<file path="src/rtl/alu_result_buffer.sv">
// rtl/alu_result_buffer.sv - flag-tagging result FIFO with OR accumulator
module alu_result_buffer #(
  parameter int WIDTH = 4,
  parameter int DEPTH = 4
) (
  input  logic                     clk,
  input  logic                     rst,
  input  logic                     in_valid,
  output logic                     in_ready,
  input  logic [WIDTH-1:0]         in_result,
  output logic                     out_valid,
  input  logic                     out_ready,
  output logic [WIDTH-1:0]         out_result,
  output logic                     out_zero,
  output logic                     out_ones,
  output logic [$clog2(DEPTH):0]   count,
  input  logic                     acc_clr,
  output logic [WIDTH-1:0]         acc
);

  localparam int AW = $clog2(DEPTH);
  localparam int EW = WIDTH + 2;

  logic [EW-1:0]    mem_q [DEPTH];
  logic [AW:0]      wr_q, wr_d;
  logic [AW:0]      rd_q, rd_d;
  logic [EW-1:0]    head_q, head_d;
  logic [WIDTH-1:0] acc_q, acc_d;
  logic [EW-1:0]    entry_in;
  logic             empty, full, push, pop;

  always_comb begin
    empty    = (wr_q == rd_q);
    full     = (wr_q[AW] != rd_q[AW]) && (wr_q[AW-1:0] == rd_q[AW-1:0]);
    push     = in_valid && !full;
    pop      = !empty && out_ready;
    entry_in = {in_result, ~|in_result, &in_result};
    wr_d     = wr_q + {{AW{1'b0}}, push};
    rd_d     = rd_q + {{AW{1'b0}}, pop};

    // Head is registered so it holds its last value once the queue drains;
    // a push landing in the slot that becomes head must bypass storage.
    head_d = head_q;
    if (wr_d != rd_d) begin
      if (push && (wr_q == rd_d)) head_d = entry_in;
      else                        head_d = mem_q[rd_d[AW-1:0]];
    end

    acc_d = acc_q;
    if (acc_clr)   acc_d = push ? in_result : '0;
    else if (push) acc_d = acc_q | in_result;
  end

  always_ff @(posedge clk or posedge rst) begin
    if (rst) begin
      wr_q   <= '0;
      rd_q   <= '0;
      head_q <= '0;
      acc_q  <= '0;
      for (int i = 0; i < DEPTH; i++) mem_q[i] <= '0;
    end else begin
      wr_q   <= wr_d;
      rd_q   <= rd_d;
      head_q <= head_d;
      acc_q  <= acc_d;
      if (push) mem_q[wr_q[AW-1:0]] <= entry_in;
    end
  end

  assign in_ready   = !full;
  assign out_valid  = !empty;
  assign out_result = head_q[EW-1:2];
  assign out_zero   = head_q[1];
  assign out_ones   = head_q[0];
  assign count      = wr_q - rd_q;
  assign acc        = acc_q;

endmodule

</file>
<file path="config.mk">
export PLATFORM = sky130hd
export DESIGN_NAME = alu_result_buffer
export DESIGN_NICKNAME = d
export VERILOG_FILES = /design/src/rtl/alu_result_buffer.sv
export SDC_FILE = /design/constraint.sdc
export NUM_CORES = 1
export LEC_CHECK = 0
export ABC_AREA = 1
export CORE_ASPECT_RATIO = 1.25
export CORE_UTILIZATION = 35
export CTS_BUF_LIST = sky130_fd_sc_hd__clkbuf_4 sky130_fd_sc_hd__clkbuf_8 sky130_fd_sc_hd__clkbuf_16
export DETAILED_ROUTE_END_ITERATION = 10
export PLACE_DENSITY = 0.6
export SYNTH_ARGS = -nofsm -noshare
export SYNTH_HDL_FRONTEND = slang
export SYNTH_SLANG_ARGS = --single-unit
</file>
<file path="constraint.sdc">
create_clock -name clk -period 2.7 [get_ports clk]
set_clock_uncertainty 0.1 [all_clocks]
set_input_delay 0.405 -clock clk [delete_from_list [all_inputs] [get_ports clk]]
set_output_delay 0.405 -clock clk [all_outputs]
set_load 0.1 [all_outputs]
</file>
==> flow_summary.json <==
{
  "hold_path_class": "register to register",
  "clock_sinks": 40,
  "grt_use_met2": 0.276,
  "cp.required_ns": 2.83,
  "grt_max_degree": 41,
  "rows": 31,
  "report.final.hold_viol_count": 0,
  "reg2reg_depth": 17,
  "cts_buffer_depth": 2,
  "min_from": "mem_q[20]",
  "max_clock_freq_ghz": 0.395,
  "synth_area_per_cell_sq_um": 8.69,
  "drc_errors": 0,
  "netlist_instances": 241,
  "n_antenna_cell": 0,
  "critPathKind": "register to register",
  "grt.met1_usage": 0.205,
  "grtUsageMet3": 0.0285,
  "ys_top_cells_by_area": "dfrtp_1 48%, nand2_1 14%, nand3_1 8.6%, o21ai_2 5.0%, ha_1 3.6%",
  "synth_most_common_cell": "nand2_1",
  "die_w_um": 71.2,
  "num_vias": 1621,
  "synth-seq-cells": 40,
  "syn_area_sq_um": 2090,
  "yosysSeqAreaShare": 0.478,
  "arrival_ns": 2.66,
  "worstSetupStartpoint": "wr_q[0]",
  "die_area_sq_um": 6300,
  "synth_area_leader_cell": "dfrtp_1",
  "viasPerCell": 4.81,
  "area_delta_synth_final_pct": 22.5,
  "grt_pass1_vias": 1567,
  "cap_violations": 0,
  "initial_core_util": 0.362,
  "cts_tree": "yes",
  "place.gp.congestion": 0.835,
  "final_nets": 288,
  "hold_slack_ns": 0.381,
  "grt.overflow.total": 0,
  "tightest_slew_ns": 0.509,
  "synth_cell_types": 24,
  "start_kind": "register",
  "synth-async-reset-ratio": 1.00,
  "synth_edf_count": 0,
  "firstDrtPassIters": 4,
  "grt_busiest_layer": "met2",
  "crit_fanout": 7,
  "fill_cells": 579,
  "synth_commonest_cells": "76 x nand2_1, 40 x dfrtp_1, 36 x nand3_1",
  "totalWireLength_um": 4560,
  "yosys_most_used_dff": "dfrtp_1",
  "die_y_um": 88.5,
  "r2r-start": "wr_q[0]",
  "wl_per_cell_um": 13.5,
  "ant_nets": 0,
  "hpwl_um": 3350,
  "hold_end": "mem_q[20]",
  "slew_headroom": 0.661,
  "yosysWarnings": 0,
  "boundaryPins": 24,
  "rrSetupSlack_ns": 0.17,
  "status": "finished, final reports clean",
  "io_buffers": 23,
  "drt-initial-drc-count": 56,
  "grt_usage": 0.162,
  "hold_depth": 2,
  "cts-hold-fix-buffers": 0,
  "tritoncts.num_buffers": 5,
  "grt_pass1_wl_um": 7720,
  "period_minus_slack_ns": 2.53,
  "syn_nets": 257,
  "clockRootBuffer": "clkbuf_8",
  "clkLatencyLatePin_ns": 0.29,
  "endpoint_kind": "register",
  "slew_violations": 0,
  "yosysTopAreaCellShare": 0.478,
  "antenna_found_initial": 0,
  "core_sq_um": 5780,
  "timing.rr.end": "head_q[3]",
  "finalCritPeriodShare": 0.937,
  "drive_gt1_frac": 0.262,
  "htreeDepth": 2,
  "path_clk_slew_ns": 0.07,
  "setup_violations": 0
}
## cell usage in the layout (no fill, tap or decap), types with 3 or more instances in the layout
cell and instances:
nand3_1 34, nand2_2 7, o21ai_1 12, clkdlybuf4s50_1 8, ha_4 3, dfrtp_1 38, buf_4 24, clkbuf_8 5
o22ai_1 4, o21ai_2 12, ha_1 3, inv_1 18, nand3_4 3, nand2_1 75
## final cells by class
class / instances / area [sq um] / share of cell area
clock buffers: 6 / 76.3 / 0.0298
flip-flops and latches: 40 / 1000 / 0.391
multi-input cells: 169 / 1010 / 0.395
well taps: 66 / 82.6 / 0.0322
inverters: 22 / 87.6 / 0.0342
repair buffers: 34 / 300 / 0.117
## registers in the layout (all words and copies together) (netlist names)
| name | cells |
|---|---|
| mem_q | 24 |
| head_q | 6 |
| acc | 4 |
| rd_q | 3 |
| wr_q | 3 |
## per-stage QoR
| stage | util | setup TNS, ns | std cells | instance area (sq um) | setup slack (ns) |
|---|---|---|---|---|---|
| 2_1_floorplan | - | -0.799 | 241 | 2180 | -0.146 |
| 3_3_place_gp | 0.425 | 0 | 328 | 2460 | 0.150 |
| 3_5_place_dp | 0.425 | 0 | 328 | 2460 | 0.104 |
| 4_1_cts | 0.438 | 0 | 334 | 2530 | 0.0867 |
| 5_1_grt | 0.444 | -0.00399 | 337 | 2560 | -0.00399 |
| 6_report | 0.444 | 0 | 337 | 2560 | 0.170 |
## worst max path at each step
stage,endpoint,slack [ns],cells after the start
finish,head_q[3],0.17,17
global route,head_q[4],-0.004,14
CTS,head_q[3],0.09,17
detailed placement,head_q[3],0.10,17
global placement,head_q[3],0.15,17
floorplan,head_q[0],-0.15,14
## critical path, cell delays in order (launching register included)
cell     delay (ns)
dfrtp_2        0.42
inv_4          0.06
ha_4           0.27
nand2_2        0.05
inv_2          0.09
nand3_4        0.07
and2_4         0.17
ha_4           0.16
ha_4           0.26
inv_2          0.11
nand2_1        0.06
nand2_1        0.06
nand2_1        0.08
nor2_4         0.16
nand2_2        0.11
nand2_1        0.07
nand3_1        0.09
nand2_1        0.06
## per-layer routing
| metal | routed length (um) | share of wire |
|---|---|---|
| met1 | 2100 | 0.46 |
| met3 | 124 | 0.027 |
| met5 | 0 | 0 |
| met2 | 2280 | 0.50 |
| met4 | 58 | 0.013 |
## cell families after synthesis
| group | Yosys count | share of synthesized area |
|---|---|---|
| adder cells (fa/ha/maj) | 7 | 0.0454 |
| buffers and inverters | 32 | 0.0759 |
| flip-flops | 40 | 0.478 |
| XOR/XNOR | 5 | 0.0209 |
| AND/OR/NAND/NOR | 129 | 0.289 |
| AO/OA/AOI/OAI | 28 | 0.0909 |
## repair_timing
| item | CTS | global route |
|---|---|---|
| resized for setup | 0 | 1 |
| endpoints found under the setup margin | 0 | 6 |
| endpoints found under the hold margin | 0 | 0 |
| buffers inserted | 0 | 3 |
Power is not shown: default switching activity piles up to over one toggle a cycle in this logic, so the estimate is an artifact.
